==> src/rtl/jstk_poller_pkg.sv <==
// Shared types and constants for the PMOD joystick poller: FSM encoding, LED command
// opcode, receive-byte offsets and small word helpers.
package jstk_poller_pkg;

  typedef enum logic [1:0] {
    StIdle = 2'd0,
    StReq  = 2'd1,
    StBusy = 2'd2,
    StDone = 2'd3
  } state_e;

  localparam logic [5:0] JstkCmdLed = 6'b100000;

  // Byte offsets into the 40-bit receive word; byte 0 is the first received (bits 39:32).
  localparam int unsigned XLoByte = 0;
  localparam int unsigned XHiByte = 1;
  localparam int unsigned YLoByte = 2;
  localparam int unsigned YHiByte = 3;
  localparam int unsigned BtnByte = 4;

  function automatic logic [7:0] rx_byte(input logic [39:0] word, input int unsigned idx);
    logic [39:0] sh;
    sh = word >> (8 * (4 - idx));
    return sh[7:0];
  endfunction

  function automatic logic [39:0] led_cmd(input logic [1:0] leds);
    return {JstkCmdLed, leds, 32'h0};
  endfunction

endpackage

==> src/rtl/jstk_poller_if.sv <==
// Handshake between the poller (master modport) and the 40-bit SPI master (slave modport).
interface jstk_poller_if;
  logic        spi_trigger;
  logic [39:0] spi_out_bytes;
  logic [39:0] spi_in_bytes;
  logic        spi_cs;

  modport master (
    output spi_trigger,
    output spi_out_bytes,
    input  spi_in_bytes,
    input  spi_cs
  );

  modport slave (
    input  spi_trigger,
    input  spi_out_bytes,
    output spi_in_bytes,
    output spi_cs
  );
endinterface

==> src/rtl/jstk_poller_sync_2ff.sv <==
// Two-flop synchronizer with asynchronous active-high reset to a configurable value.
module jstk_poller_sync_2ff #(
  parameter logic ResetValue = 1'b1
) (
  input  logic clk_i,
  input  logic rst_i,
  input  logic d_i,
  output logic q_o
);

  logic meta_q;
  logic sync_q;

  always_ff @(posedge clk_i or posedge rst_i) begin
    if (rst_i) begin
      meta_q <= ResetValue;
      sync_q <= ResetValue;
    end else begin
      meta_q <= d_i;
      sync_q <= meta_q;
    end
  end

  assign q_o = sync_q;

endmodule

==> src/rtl/jstk_poller.sv <==
// Periodic PMOD joystick poller: triggers the SPI master every PERIOD clocks, tracks the
// transfer through the synchronized chip select and decodes position and buttons.
module jstk_poller
  import jstk_poller_pkg::*;
#(
  parameter int unsigned PERIOD  = 1_000_000,
  parameter int unsigned TIMEOUT = 20_000
) (
  input  logic                 clk,
  input  logic                 reset,
  input  logic                 enable,
  input  logic [1:0]           leds,
  jstk_poller_if.master        spi,
  output logic [9:0]           x,
  output logic [9:0]           y,
  output logic [2:0]           buttons,
  output logic                 sample_valid,
  output logic                 timeout_err
);

  localparam int unsigned PerW = $clog2(PERIOD);
  localparam int unsigned TimW = $clog2(TIMEOUT);

  state_e          state_q, state_d;
  logic [PerW-1:0] per_cnt_q, per_cnt_d;
  logic            poll_due_q, poll_due_d;
  logic [TimW-1:0] wdog_q, wdog_d;
  logic [1:0]      leds_q, leds_d;
  logic            trig_q, trig_d;
  logic [9:0]      x_q, x_d, y_q, y_d;
  logic [2:0]      btn_q, btn_d;
  logic            valid_q, valid_d;
  logic            err_q, err_d;
  logic            cs_s;
  logic            per_wrap, wdog_expired;

  logic [7:0] x_lo, x_hi, y_lo, y_hi, btn_b;
  logic       unused_rx_bits;

  jstk_poller_sync_2ff #(
    .ResetValue (1'b1)
  ) u_cs_sync (
    .clk_i (clk),
    .rst_i (reset),
    .d_i   (spi.spi_cs),
    .q_o   (cs_s)
  );

  assign x_lo  = rx_byte(spi.spi_in_bytes, XLoByte);
  assign x_hi  = rx_byte(spi.spi_in_bytes, XHiByte);
  assign y_lo  = rx_byte(spi.spi_in_bytes, YLoByte);
  assign y_hi  = rx_byte(spi.spi_in_bytes, YHiByte);
  assign btn_b = rx_byte(spi.spi_in_bytes, BtnByte);
  // Upper bits of the high bytes carry no position information.
  assign unused_rx_bits = ^{x_hi[7:2], y_hi[7:2], btn_b[7:3]};

  assign per_wrap     = (per_cnt_q == PerW'(PERIOD - 1));
  assign wdog_expired = (wdog_q == TimW'(TIMEOUT - 1));

  always_comb begin
    state_d    = state_q;
    per_cnt_d  = per_wrap ? '0 : per_cnt_q + 1'b1;
    poll_due_d = poll_due_q | per_wrap;
    wdog_d     = wdog_q;
    leds_d     = leds_q;
    trig_d     = trig_q;
    x_d        = x_q;
    y_d        = y_q;
    btn_d      = btn_q;
    valid_d    = 1'b0;
    err_d      = err_q;
    unique case (state_q)
      StIdle: begin
        if (poll_due_q && enable) begin
          state_d    = StReq;
          poll_due_d = 1'b0;
          wdog_d     = '0;
          leds_d     = leds;
          trig_d     = 1'b1;
        end
      end
      StReq: begin
        wdog_d = wdog_q + 1'b1;
        if (wdog_expired) begin
          state_d = StIdle;
          trig_d  = 1'b0;
          err_d   = 1'b1;
        end else if (!cs_s) begin
          state_d = StBusy;
          trig_d  = 1'b0;
        end
      end
      StBusy: begin
        wdog_d = wdog_q + 1'b1;
        if (wdog_expired) begin
          state_d = StIdle;
          err_d   = 1'b1;
        end else if (cs_s) begin
          // Outputs load on the way into DONE so the pulse lands in the DONE cycle.
          state_d = StDone;
          x_d     = {x_hi[1:0], x_lo};
          y_d     = {y_hi[1:0], y_lo};
          btn_d   = btn_b[2:0];
          valid_d = 1'b1;
          err_d   = 1'b0;
        end
      end
      StDone: state_d = StIdle;
      default: state_d = StIdle;
    endcase
  end

  always_ff @(posedge clk or posedge reset) begin
    if (reset) begin
      state_q    <= StIdle;
      per_cnt_q  <= '0;
      poll_due_q <= 1'b0;
      wdog_q     <= '0;
      leds_q     <= '0;
      trig_q     <= 1'b0;
      x_q        <= '0;
      y_q        <= '0;
      btn_q      <= '0;
      valid_q    <= 1'b0;
      err_q      <= 1'b0;
    end else begin
      state_q    <= state_d;
      per_cnt_q  <= per_cnt_d;
      poll_due_q <= poll_due_d;
      wdog_q     <= wdog_d;
      leds_q     <= leds_d;
      trig_q     <= trig_d;
      x_q        <= x_d;
      y_q        <= y_d;
      btn_q      <= btn_d;
      valid_q    <= valid_d;
      err_q      <= err_d;
    end
  end

  assign spi.spi_trigger   = trig_q;
  assign spi.spi_out_bytes = led_cmd(leds_q);
  assign x                 = x_q;
  assign y                 = y_q;
  assign buttons           = btn_q;
  assign sample_valid      = valid_q;
  assign timeout_err       = err_q;

endmodule

==> src/flat_wrapper.sv <==
// flat-port wrapper written by rule: the top's interface ports become plain ports
module jstk_poller_flat import jstk_poller_pkg::*;
#(
  parameter int unsigned PERIOD  = 1_000_000,
  parameter int unsigned TIMEOUT = 20_000
)
  (clk, reset, enable, leds, x, y, buttons, sample_valid, timeout_err, spi_spi_trigger, spi_spi_out_bytes, spi_spi_in_bytes, spi_spi_cs);
  jstk_poller_if spi_i ();
  input  logic clk;
  input  logic reset;
  input  logic enable;
  input  logic [1:0] leds;
  output logic [9:0] x;
  output logic [9:0] y;
  output logic [2:0] buttons;
  output logic sample_valid;
  output logic timeout_err;
  output wire logic [$bits(spi_i.spi_trigger)-1:0] spi_spi_trigger;
  output wire logic [$bits(spi_i.spi_out_bytes)-1:0] spi_spi_out_bytes;
  input wire logic [$bits(spi_i.spi_in_bytes)-1:0] spi_spi_in_bytes;
  input wire logic [$bits(spi_i.spi_cs)-1:0] spi_spi_cs;
  assign spi_spi_trigger = spi_i.spi_trigger;
  assign spi_spi_out_bytes = spi_i.spi_out_bytes;
  assign spi_i.spi_in_bytes = spi_spi_in_bytes;
  assign spi_i.spi_cs = spi_spi_cs;
  jstk_poller #(.PERIOD(PERIOD), .TIMEOUT(TIMEOUT)) u_core (.clk(clk), .reset(reset), .enable(enable), .leds(leds), .spi(spi_i), .x(x), .y(y), .buttons(buttons), .sample_valid(sample_valid), .timeout_err(timeout_err));
endmodule
==> config.mk <==
export PLATFORM = sky130hd
export DESIGN_NAME = jstk_poller_flat
export DESIGN_NICKNAME = d
export VERILOG_FILES = /design/src/rtl/jstk_poller_pkg.sv /design/src/rtl/jstk_poller_if.sv /design/src/rtl/jstk_poller_sync_2ff.sv /design/src/rtl/jstk_poller.sv /design/src/flat_wrapper.sv
export SDC_FILE = /design/constraint.sdc
export NUM_CORES = 1
export LEC_CHECK = 0
export CORE_AREA = 2 2 126 67
export DETAILED_ROUTE_END_ITERATION = 16
export DIE_AREA = 0 0 128 69
export PLACE_DENSITY = 0.83
export SLEW_MARGIN = 0
export SYNTH_ARGS = -nofsm -noshare
export SYNTH_HDL_FRONTEND = slang
export SYNTH_SLANG_ARGS = --single-unit
==> constraint.sdc <==
create_clock -name clk -period 2.4 [get_ports clk]
set_input_delay 0.48 -clock clk [delete_from_list [all_inputs] [get_ports clk]]
set_output_delay 0.48 -clock clk [all_outputs]
set_load 0.02 [all_outputs]
# --- Word-level counts from Yosys, hierarchy flattened ---
# Cells that the tools add are included.
totals:
  reg_bits: 68
  in_bits: 46
  out_inout_bits: 66
  wordCells: 60
classes:
  n_addsub: 2
  eq_ne: 9
  muxes: 22
  bitwise: 2
  reduce_logical: 12
op_table:
  columns: ["cell", "n"]
  rows:
  - ["case mux 15 bit (2 select lines)", 1]
  - ["adder 20 x 1 -> 20 bit (second input constant)", 1]
  - ["== test 20 bit (second input constant)", 1]
  - ["2-to-1 mux 20 bit", 1]
  - ["adder 15 x 1 -> 15 bit (second input constant)", 1]
  - ["== test 15 bit (second input constant)", 1]
  - ["2-to-1 mux 15 bit", 1]
  - ["AND reduction 3 bit", 4]
  - ["2-to-1 mux 1 bit", 11]
  - ["2-to-1 mux 2 bit", 5]
  - ["case mux 2 bit (4 select lines)", 1]
  - ["inequality test 3 x 2 -> 1 bit (second input constant)", 2]
  - ["nonzero test 2 bit", 3]
  - ["== test 2 bit (second input constant)", 2]
  - ["inequality test 2 x 1 -> 1 bit (second input constant)", 2]
  - ["case mux 1 bit (2 select lines)", 2]
  - ["AND reduction 2 bit", 2]
  - ["== test 2 x 1 -> 1 bit (second input constant)", 1]
  - ["zero test 2 bit", 1]
  - ["OR reduction 2 bit", 1]
  - ["logical AND 1 bit", 1]
  - ["NOT 1 bit", 1]
  - ["bitwise OR 1 bit", 1]

# --- Logic depth before layout (Yosys ltp) ---
# Gate-level depths: netlist of the first run.
depth:
  depth_word: 4
  ltp_mapped: 8
  depth_no_buf: 6

# --- Cells and area by module ---
# A second synthesis of the first run with hierarchy kept.
hier_totals:
  cells_unflattened: 296
  area_unflattened_um2: 3365.7
by_module_without_submodules:
  columns: ["module", "instances", "cells_per_inst", "area_per_inst_um2"]
  rows:
  - ["jstk_poller", 1, 293, 3309.4]
  - ["jstk_poller_sync_2ff", 1, 3, 56.3]

# --- Worst setup path before layout of the first run ---
# No wires, ideal clock.
synth_timing:
  path_kind: "reg-to-reg"
  startpoint: "register u_core.state_q[1]"
  endpoint: "register u_core.wdog_q[12]"
  setup_ns: 0.083
  arrival_time_ns: 2.007
  slack_ns: 0.310
  path_stages_with_launch: 9
  synth_period_minus_slack_ns: 2.090
  cell_sequence: "dfrtp_1 inv_1 ha_1 clkbuf_1 nor2_1 or4_1 buf_2 or4_1 o21ai_0"
synth_via:
  elab_chain_cells: 4
  elab_cells_between_ends: 8
  cone_classes: "3 x eq/ne; 1 x mux; 4 x reduce/logical"
synth_lines:
  columns: ["item", "line", "source"]
  rows:
  - ["start: declaration", "jstk_poller.sv:24", "state_e state_q, state_d;"]
  - ["start signal: assignment", "jstk_poller.sv:115", "state_q <= StIdle;"]
  - ["start signal: assignment", "jstk_poller.sv:127", "state_q <= state_d;"]
  - ["== test 2 x 1 -> 1 bit or == test 2 bit (tied branches)", "jstk_poller.sv:72", "unique case (state_q)"]
  - ["OR reduction 2 bit (no source line)", null, null]
  - ["nonzero test 2 bit (no source line)", null, null]
  - ["AND reduction 2 bit (no source line)", null, null]
  - ["end signal: assignment", "jstk_poller.sv:130", "wdog_q <= wdog_d;"]
  - ["end: declaration", "jstk_poller.sv:27", "logic [TimW-1:0] wdog_q, wdog_d;"]
# Parallel ways exist; a longest one is shown, timed or not.
# A chain may end at the register's enable or synchronous reset.

# --- Worst setup path after layout of the first run ---
# Ends and elaborated chain as after synthesis.

==> results of run 1 <==
==> cell type report <==
class | count | area share (%)
clock buffers | 16 | 6.80
inverters | 5 | 0.423
multi-input cells | 235 | 36.6
flip-flops and latches | 68 | 38.4
well taps | 100 | 2.82
repair buffers | 68 | 15.0
==> path summary, 6_finish.rpt <==
kind,startpoint,end,depth (start not counted)
worst min register to register,u_core.u_cs_sync.meta_q,u_core.u_cs_sync.q_o,0
worst max register to register,u_core.state_q[1],u_core.wdog_q[12],6
min in group asynchronous,reset,u_core.state_q[1],3
worst max-delay path,u_core.state_q[1],u_core.wdog_q[12],6
max in group asynchronous,reset,u_core.u_cs_sync.meta_q,3
worst min-delay path,u_core.u_cs_sync.meta_q,u_core.u_cs_sync.q_o,0
==> synth_stat cells, types with 3 or more instances <==
master    count  area [µm²]
nand2_1      22        82.6
inv_1         5        18.8
mux2_2        6        67.6
and4_1        4        35.0
o21ai_0       8        40.0
nand4_1       9        56.3
o21a_1        3        22.5
xnor2_1       7        61.3
and3_1        5        31.3
nand2b_1      3        18.8
nor3_1        4        20.0
a31oi_1       3        18.8
mux2_4       19         285
dfrtp_1      66        1650
nand4b_1      3        26.3
a41o_1        4        40.0
ha_1          6        75.1
xor2_1        8        70.1
or3_1         5        31.3
clkbuf_1      6        22.5
buf_4        38         285
nor4_1        3        18.8
or4_1         3        22.5
nand3_1      13        65.1
a21oi_1      10        50.1
o41ai_1       3        26.3
nor2_1       20        75.1
==> sequential cells by signal (all words and copies together), names as in the netlist <==
register	cells
u_core.sample_valid	1
u_core.spi.spi_trigger	1
u_core.poll_due_q	1
u_core.state_q	2
u_core.x	10
u_core.u_cs_sync.meta_q	1
u_core.y	10
u_core.u_cs_sync.q_o	1
u_core.wdog_q	15
u_core.timeout_err	1
u_core.leds_q	2
u_core.buttons	3
u_core.per_cnt_q	20
==> cell families (layout without fill, tap and decap cells) <==
family                   Yosys count  in the layout  synth area share (%)
multiplexers                      26             26                  10.2
adder cells (fa/ha/maj)            6              6                  2.11
buffers and inverters             54             89                  10.2
flip-flops                        68             68                  47.9
AND/OR/NAND/NOR                  107            107                  17.0
other                              2             38                 0.211
AO/OA/AOI/OAI                     43             43                  8.55
XOR/XNOR                          15             15                  3.70
==> per-layer routing <==
layer  wire [µm]  GRT usage, %  vias up
met2        3330          25.2      113
met4         114          7.81        0
met1        3510          24.1     1245
met5           0             0        -
met3         500          6.13       12
li1            -             -     1207
==> metrics by stage <==
stage | setup slack (ns) | utilization (%) | cells | instance area, µm²
floorplan | 0.212 | - | 357 | 3690
global placement | 0.0670 | 53.6 | 476 | 4130
detailed placement | 0.0101 | 53.6 | 476 | 4130
CTS | 0.177 | 57.5 | 492 | 4430
global route | 0.0340 | 57.5 | 492 | 4430
finish | 0.164 | 57.5 | 492 | 4430
==> critical path, cell delays in order (launching register included) <==
cell      delay [ns]
dfrtp_1         0.39
inv_1           0.11
ha_1            0.26
a21boi_0        0.16
or4_1           0.63
or4_1           0.50
o21ai_0         0.09
==> power breakdown <==
group / switching [mW] / leakage (nW) / internal [mW]
Clock: 0.455 / 0.149 / 0.841
Combinational: 0.0825 / 0.958 / 0.0450
Sequential: 0.00221 / 0.898 / 1.15
Total: 0.539 / 2.00 / 2.04
==> placed cells by master (no fill, tap or decap), types with 10 or more instances in the layout <==
| cell type | synthesis | layout |
|---|---|---|
| nor2_1 | 20 | 20 |
| nand2_1 | 22 | 22 |
| nand3_1 | 13 | 13 |
| conb_1 | 2 | 38 |
| buf_4 | 38 | 11 |
| dfrtp_1 | 66 | 66 |
| clkdlybuf4s50_1 | 0 | 56 |
| a21oi_1 | 10 | 10 |
| mux2_4 | 19 | 19 |
==> out/results.tsv, run 1 <==
stage	metric	value	unit
critical_path	cp.arrival	2.48	ns
timing	fmax	447	MHz
placed_design	gp_congestion	0.865	
cts	path_clk_slew	0.05	ns
cts	postCtsSetupBuffers	0	
critical_path	crit_type	flop to flop	
logic_synthesis	ys.flop_type	dfrtp_1	
detailed_routing	wl_per_cell	15.1	µm
floorplan	start_util	46.1	%
timing	hold_ws	0.359	ns
cts	hold_buffers	0	
detailed_routing	routed_wl	7.45	mm
run_status	status	completed	
logic_synthesis	ys_seq_area_share	47.9	%
cts	ctsResizeCount	0	
floorplan	num_rows	23	
cts	cts_tree	done	
power	power.density	581	mW/mm²
cts	cts_htree_levels	3	
layout	seq_area	0.00170	mm²
layout	layout-drive-gt1-share	16.1	%
logic_synthesis	synth_warnings	0	
detailed_routing	drtIter0Drc	192	
timing	relSlewSlack	52.2	%
critical_path	worstPathMaxFanout	8	
detailed_routing	drc	0	
critical_path	rrSetupSlack	0.16	ns
grt	grt.total_usage	17.6	%
timing	finalCritPeriodShare	93.1	%
detailed_routing	vias	2577	
placed_design	io_buffer_count	56	
timing	fin_skew	0.00444	ns
logic_synthesis	syn_inst	321	
cts	cts.sinks	68	
logic_synthesis	synth_area	0.00355	mm²
cts	numCtsBuffers	9	
power	p_total	2.58	mW
timing	slew_viol_final	0	
logic_synthesis	avgSynthCellArea	11.1	µm²
layout	fillers	651	
detailed_routing	via_per_inst	5.24	
grt	antenna_found_initial	0	
critical_path	critPathRequiredTime	2.64	ns
timing	rsz0062_at_grt	no	
floorplan	core	0.00771	mm²
timing	tightest_slew	0.711	ns
flow_run	maxCapViolCount	0	
cts	cts_max_path_buffers	2	
layout	multi_input_area	0.00162	mm²
timing	setup_tns	0	ns
grt	grt_pass1_wl	12.1	mm
detailed_routing	postRouteAntennaNets	0	
layout	area_growth	24.7	%
timing	period_needed	2.24	ns
floorplan	dieHeight	69	µm
critical_path	worst_setup_path_start_kind	flop	
power	p_leak	2.00	nW
grt	gr-total-overflow	0	
min_path	hp-class	flop to flop	
floorplan	die_w	128	µm
detailed_routing	firstDrtPassIters	4	
timing	finalHoldViolCount	0	
floorplan	dieArea	0.00883	mm²
floorplan	io-pin-count	112	
grt	grt_max_degree	69	
cts	clock_latency	0.33	ns
timing	setup_viol	0	
layout	diodes	0	
grt	grt_pass1_vias	2531	
power	worst_ir_drop_vdd	380	µV
logic_synthesis	synthArstFlopShare	100	%
critical_path	end_kind	flop	
cts	clockRootBuffer	clkbuf_16	
logic_synthesis	ys_seq_elements	68	
logic_synthesis	synthDistinctLibCells	54	
layout	layout.nets	439	
placed_design	hpwl	5.34	mm
logic_synthesis	synth_edf_count	0	
No activity file was read; power rests on OpenSTA's default activity.
==> run 2, diff against run 1 <==
--- a/config.mk
+++ b/config.mk
@@ -8,6 +8,7 @@
 export CORE_AREA = 2 2 126 67
 export DETAILED_ROUTE_END_ITERATION = 16
 export DIE_AREA = 0 0 128 69
+export GPL_ROUTABILITY_DRIVEN = 0
 export PLACE_DENSITY = 0.83
 export SLEW_MARGIN = 0
 export SYNTH_ARGS = -nofsm -noshare
==> constraint.sdc (replaced) <==
create_clock -name clk -period 2.4 [get_ports clk]
set_input_delay 0.72 -clock clk [delete_from_list [all_inputs] [get_ports clk]]
set_output_delay 0.72 -clock clk [all_outputs]
set_load 0.02 [all_outputs]
==> run 2 against run 1 <==
- sequential power hardly changed
- final area increased by 1.9%
- global-route usage grew 0.29 points
- worst setup slack worse by 0.0079 ns
- first-iteration DRC count down 1.6%
- wire length decreased by 1.8%
- critical endpoint unchanged
- count of clock-buffer cells in the layout down 6
- die area stayed put
- worst hold slack worse by 0.0035 ns
- largest power group unchanged
- final cell count increased by 0.41%
==> out/results.tsv, run 2 (synthesis gave the netlist of run 1 again) <==
stage	metric	value	unit	change
flow_run	maxCapViolCount	0		unchanged
power	power.density	622	mW/mm²	+7.1%
timing	timing.final.ws_setup	0.157	ns	-0.00794 ns
timing	rsz0062_at_grt	no		
grt	gr-total-overflow	0		unchanged
detailed_routing	vias	2569		-0.31%
detailed_routing	routed_wl	7.32	mm	-1.8%
detailed_routing	wl_per_cell	14.8	µm	-2.2%
critical_path	r2r_start	u_core.wdog_q[0]		
cts	cts.sinks	68		unchanged
timing	fmax	446	MHz	-0.35%
run_status	status	completed		
layout	regMostFlops	u_core.per_cnt_q		
floorplan	num_rows	23		unchanged
floorplan	die_w	128	µm	unchanged
critical_path	reg2reg_depth	5		-1
cts	hold_buffers	0		unchanged
cts	postCtsSetupBuffers	0		unchanged
min_path	holdPathEnd	u_core.u_cs_sync.q_o		
timing	setup_viol	0		unchanged
power	p_leak	2.04	nW	+1.5%
cts	clock_latency	0.34	ns	about the same
grt	grt_pass1_wl	12.3	mm	+1.9%
timing	finalHoldViolCount	0		unchanged
critical_path	critPathBufInv	0		-1
timing	period_needed	2.24	ns	+0.00794 ns
grt	use_met2	25.7	%	+0.48 points
grt	grt_max_degree	31		-55%
cts	path_clk_slew	0.06	ns	about the same
detailed_routing	drc	0		unchanged
critical_path	rrSetupSlack	0.16	ns	about the same
critical_path	cp_top_family	simple AND/OR/NAND/NOR gates		
placed_design	postPlaceCellArea	0.00416	mm²	+0.76%
grt	met3_usage	5.90	%	-0.23 points
floorplan	dieHeight	69	µm	unchanged
cts	clockRootBuffer	clkbuf_16		
critical_path	max_stage_delay	0.67	ns	+0.04 ns
layout	fillers	624		-4.1%
critical_path	worstPathMaxFanout	8		unchanged
detailed_routing	firstDrtPassIters	4		unchanged
power	worst_ir_drop_vdd	409	µV	+7.8%
detailed_routing	postRouteAntennaNets	0		unchanged
critical_path	crit_slowest_cell	or4_4		
timing	tightest_slew	0.635	ns	-0.0751 ns
cts	cts_htree_levels	3		unchanged
cts	numCtsBuffers	9		unchanged
layout	largest_reg_flops	20		unchanged
placed_design	io_buffer_count	56		unchanged
timing	fin_skew	0.00883	ns	+0.00440 ns
critical_path	cp.depth	5		-1
critical_path	r2r_end	u_core.wdog_q[12]		
critical_path	cp.arrival	2.50	ns	+0.02 ns
critical_path	worst_setup_path_start_kind	flop		
grt	grt_util_met1	25.8	%	+1.7 points
grt	grt.total_usage	17.9	%	+0.29 points
floorplan	start_util	46.1	%	unchanged
min_path	min_from	u_core.u_cs_sync.meta_q		
critical_path	end_kind	flop		
timing	relSlewSlack	57.2	%	+5.0 points
cts	cts_tree	done		
floorplan	io-pin-count	112		unchanged
placed_design	place_ws	-0.243	ns	-0.253 ns
detailed_routing	via_per_inst	5.20		-0.71%
layout	diodes	0		unchanged
detailed_routing	drtIter0Drc	189		-1.6%
cts	cts_max_path_buffers	2		unchanged
layout	layout.nets	441		+0.46%
grt	gr-max-usage-layer	met1		
layout	area_growth	27.1	%	
floorplan	dieArea	0.00883	mm²	unchanged
critical_path	crit_type	flop to flop		
placed_design	hpwl	5.33	mm	-0.25%
layout	layout_commonest_cell	dfrtp_1		
grt	antenna_found_initial	0		unchanged
grt	grt_pass1_vias	2461		-2.8%
critical_path	critPathRequiredTime	2.65	ns	about the same
min_path	hp-class	flop to flop		
timing	finalCritPeriodShare	93.5	%	+0.33 points
layout	layout-drive-gt1-share	17.3	%	+1.2 points
layout	final_cell_mix	dfrtp_1, clkdlybuf4s50_1, conb_1		
layout	top_regs	u_core.per_cnt_q x20, u_core.wdog_q x15		
critical_path	path_cells	ha_1 -> nand4_1 -> or4_4 -> or4_1 -> o21ai_0		
layout	postLayoutCellArea	0.00452	mm²	+1.9%
min_path	hold_depth	0		unchanged
floorplan	core	0.00771	mm²	unchanged
timing	slew_viol_final	0		unchanged
==> run 2: cell types whose count changed in the layout (fill, tap and decap cells not counted), moves of 2 or more <==
cell / delta
clkinvlp_4: +2
bufinv_16: +3
clkbuf_1: -2
clkbuf_8: -4
==> run 2: routing by layer <==
metal | wire (µm) | vias to the layer above
met2 | 3120 | 110
met4 | 55 | 0
li1 | - | 1206
met3 | 633 | 9
met1 | 3510 | 1244
met5 | 0 | -
==> run 2: worst reg2reg max path, delay by kind of cell (launching register included) <==
family                     cells  cell delay [ns]
adders and majority gates      1             0.24
DFF                            1             0.38
AOI/OAI and AO/OA              1             0.08
and+or+nand+nor                3             1.47
==> run 2: layout make-up <==
| type | instances | area (µm²) | area share [%] |
|---|---|---|---|
| clock buffers | 10 | 239 | 5.29 |
| clock inverters | 6 | 111 | 2.46 |
| inverters | 5 | 22.5 | 0.498 |
| multi-input cells | 235 | 1630 | 36.0 |
| flip-flops and latches | 68 | 1700 | 37.7 |
| well taps | 100 | 125 | 2.77 |
| repair buffers | 70 | 691 | 15.3 |
==> run 2: per-stage QoR <==
step	util, %	power, mW	setup TNS, ns	cells	hold WS, ns
CTS	58.5	2.83	0	494	0.359
global placement	54.0	1.30	-0.632	478	0.346
detailed placement	54.0	1.30	-0.922	478	0.349
floorplan	-	1.29	0	357	0.345
global route	58.6	2.90	0	494	0.362
finish	58.6	2.81	0	494	0.356
==> run 2: worst max path at each step <==
stage / start / end / slack, ns
floorplan: u_core.state_q[1] / u_core.wdog_q[12] / 0.31
global placement: enable / u_core.wdog_q[12] / -0.20
detailed placement: enable / u_core.wdog_q[12] / -0.24
CTS: u_core.wdog_q[0] / u_core.wdog_q[12] / 0.10
global route: u_core.wdog_q[0] / u_core.wdog_q[12] / 0.04
finish: u_core.wdog_q[0] / u_core.wdog_q[12] / 0.16
==> run 2: power by group <==
part / switching (mW) / internal (mW) / leakage [nW]
sequential: 0.00212 / 1.15 / 0.898
clock: 0.489 / 1.04 / 0.169
combinational: 0.0823 / 0.0450 / 0.969
==> run 2: what timing repair did <==
item                       CTS  global route
setup endpoints to repair    0             1
hold endpoints to repair     0             0
resized for setup            0             1
==> run 3, diff against run 2 <==
--- a/config.mk
+++ b/config.mk
@@ -5,11 +5,13 @@
 export SDC_FILE = /design/constraint.sdc
 export NUM_CORES = 1
 export LEC_CHECK = 0
-export CORE_AREA = 2 2 126 67
+export CORE_AREA = 2 2 125 66
+export CTS_BUF_LIST = sky130_fd_sc_hd__clkbuf_4 sky130_fd_sc_hd__clkbuf_8
+export CTS_CLUSTER_DIAMETER = 60
 export DETAILED_ROUTE_END_ITERATION = 16
-export DIE_AREA = 0 0 128 69
+export DIE_AREA = 0 0 127 68
 export GPL_ROUTABILITY_DRIVEN = 0
-export PLACE_DENSITY = 0.83
+export PLACE_DENSITY = 0.84
 export SLEW_MARGIN = 0
 export SYNTH_ARGS = -nofsm -noshare
 export SYNTH_HDL_FRONTEND = slang
==> run 3 against run 2 <==
- die area decreased by 2.2%
- final cell count decreased by 0.40%
- power is 24% lower
- via count is 2.3% lower
- sequential share of layout area up 1.8 points
- flip-flop and latch count unchanged
- clock skew down 0.0022 ns
- largest power group is now sequential cells
- clock power shrank 44%
- critical path depth stayed put
==> out/results.tsv, run 3 (synthesis gave the netlist of run 1 again) <==
stage	metric	value	unit	change
placed_design	hpwl	5.02	mm	-5.7%
flow_run	maxCapViolCount	0		unchanged
grt	grt.total_usage	16.9	%	-0.95 points
floorplan	die_w	127	µm	-0.78%
min_path	hp-class	flop to flop		
timing	timing.final.ws_setup	0.0721	ns	-0.0845 ns
layout	layout_commonest_cell	dfrtp_1		
timing	fmax	430	MHz	-3.6%
grt	grt_pass1_vias	2320		-5.7%
timing	finalHoldViolCount	0		unchanged
cts	postCtsSetupBuffers	0		unchanged
detailed_routing	wl_per_cell	14.2	µm	-3.9%
critical_path	crit_slowest_cell	or4_1		
critical_path	crit_type	input pin to flop		
cts	numCtsBuffers	9		unchanged
timing	rsz0062_at_grt	no		
detailed_routing	drtIter0Drc	184		-2.6%
critical_path	critPathBufInv	1		+1
critical_path	max_stage_delay	0.66	ns	about the same
grt	met3_usage	6.80	%	+0.90 points
cts	cts_htree_levels	3		unchanged
grt	antenna_found_initial	0		unchanged
critical_path	cp.arrival	2.60	ns	+0.10 ns
layout	top_regs	u_core.per_cnt_q x20, u_core.wdog_q x15		
min_path	hold_depth	0		unchanged
power	power.density	495	mW/mm²	-20%
grt	grt_max_degree	61		+97%
timing	tightest_slew	0.933	ns	+0.297 ns
cts	clock_latency	0.35	ns	about the same
grt	use_met2	24.1	%	-1.5 points
cts	clockRootBuffer	clkbuf_8		
cts	path_clk_slew	0.07	ns	about the same
placed_design	place_ws	-0.285	ns	-0.0425 ns
cts	ctsResizeCount	0		unchanged
floorplan	dieArea	0.00864	mm²	-2.2%
critical_path	critPathRequiredTime	2.68	ns	+0.03 ns
timing	period_needed	2.33	ns	+0.0845 ns
run_status	status	completed		
critical_path	reg2reg_depth	6		+1
grt	gr-total-overflow	0		unchanged
power	worst_ir_drop_vdd	268	µV	-34%
layout	area_growth	21.4	%	
detailed_routing	routed_wl	7.01	mm	-4.3%
detailed_routing	postRouteAntennaNets	0		unchanged
critical_path	worstPathMaxFanout	8		unchanged
cts	cts_tree	done		
cts	cts.sinks	68		unchanged
timing	fin_skew	0.00661	ns	-0.00222 ns
placed_design	dp.cells	476		-0.42%
detailed_routing	vias	2511		-2.3%
layout	regMostFlops	u_core.per_cnt_q		
critical_path	cp_top_family	simple AND/OR/NAND/NOR gates		
timing	setup_viol	0		unchanged
floorplan	start_util	46.4	%	+0.35 points
cts	hold_buffers	0		unchanged
layout	fin_cells	492		-0.40%
timing	setup_tns	0	ns	unchanged
layout	largest_reg_flops	20		unchanged
layout	layout-drive-gt1-share	16.6	%	-0.68 points
timing	relSlewSlack	37.7	%	-20 points
critical_path	cp.depth	5		unchanged
power	p_leak	1.95	nW	-4.3%
critical_path	path_cells	clkdlybuf4s50_1 -> a21boi_0 -> or4_1 -> or4_1 -> o21ai_0		
timing	slew_viol_final	0		unchanged
grt	grt_util_met1	23.7	%	-2.0 points
detailed_routing	via_per_inst	5.10		-1.9%
grt	grt_pass1_wl	11.2	mm	-8.8%
floorplan	io-pin-count	112		unchanged
placed_design	io_buffer_count	56		unchanged
timing	finalCritPeriodShare	97.0	%	+3.5 points
detailed_routing	firstDrtPassIters	4		unchanged
timing	hold_ws	0.356	ns	+0.000222 ns
floorplan	core	0.00765	mm²	-0.75%
layout	diodes	0		unchanged
cts	cts_max_path_buffers	2		unchanged
layout	layout.nets	439		-0.45%
floorplan	num_rows	23		unchanged
layout	postLayoutCoreUtil	56.4	%	-2.2 points
floorplan	dieHeight	68	µm	-1.4%
critical_path	end_kind	flop		
critical_path	cpMostUsedCell	or4_1		
detailed_routing	drc	0		unchanged
grt	gr-max-usage-layer	met2		
critical_path	worst_setup_path_start_kind	input pin		
layout	final_cell_mix	dfrtp_1, clkdlybuf4s50_1, conb_1		
==> run 3: cell count changes in the layout (fill, tap and decap cells not counted), sizes merged <==
cell,previous run,this run
clkinvlp,2,1
clkbuf,10,14
bufinv,3,0
buf,14,12
==> run 3: path summary, 6_finish.rpt <==
check                                             start                   end  slack [ns]
worst max-delay path                             enable     u_core.wdog_q[12]        0.07
worst min-delay path            u_core.u_cs_sync.meta_q  u_core.u_cs_sync.q_o        0.36
worst max register to register        u_core.state_q[1]     u_core.wdog_q[12]        0.17
worst min register to register  u_core.u_cs_sync.meta_q  u_core.u_cs_sync.q_o        0.36
max in group asynchronous                         reset  u_core.u_cs_sync.q_o        1.16
min in group asynchronous                         reset           u_core.x[1]        0.64
==> run 3: stage by stage <==
| step | power, mW | cell area (µm²) |
|---|---|---|
| 2_1_floorplan | 1.29 | 3690 |
| 3_3_place_gp | 1.30 | 4140 |
| 3_5_place_dp | 1.30 | 4140 |
| 4_1_cts | 2.16 | 4310 |
| 5_1_grt | 2.23 | 4310 |
| 6_report | 2.13 | 4310 |
==> run 3: final cells by class <==
| type | instances | area, µm² |
|---|---|---|
| fill | 627 | 3340 |
| sequential | 68 | 1700 |
| multi-input combinational | 235 | 1620 |
| timing repair buffer | 68 | 663 |
| clock buffer | 14 | 168 |
| tap | 100 | 125 |
| inverter | 5 | 22.5 |
| clock inverter | 2 | 10.0 |
==> run 3: power by group <==
part	switching [mW]	internal [mW]	total (mW)	leakage, nW
Combinational	0.0823	0.0451	0.127	0.951
Sequential	0.00186	1.15	1.15	0.898
Clock	0.409	0.446	0.855	0.0981
Total	0.493	1.64	2.13	1.95
==> run 3: per-layer routing <==
layer	routed length, µm	vias up	share of wire [%]
met2	3000	77	43
met3	534	4	7.6
met4	58	0	0.83
met1	3410	1227	49
li1	-	1203	-
met5	0	-	0
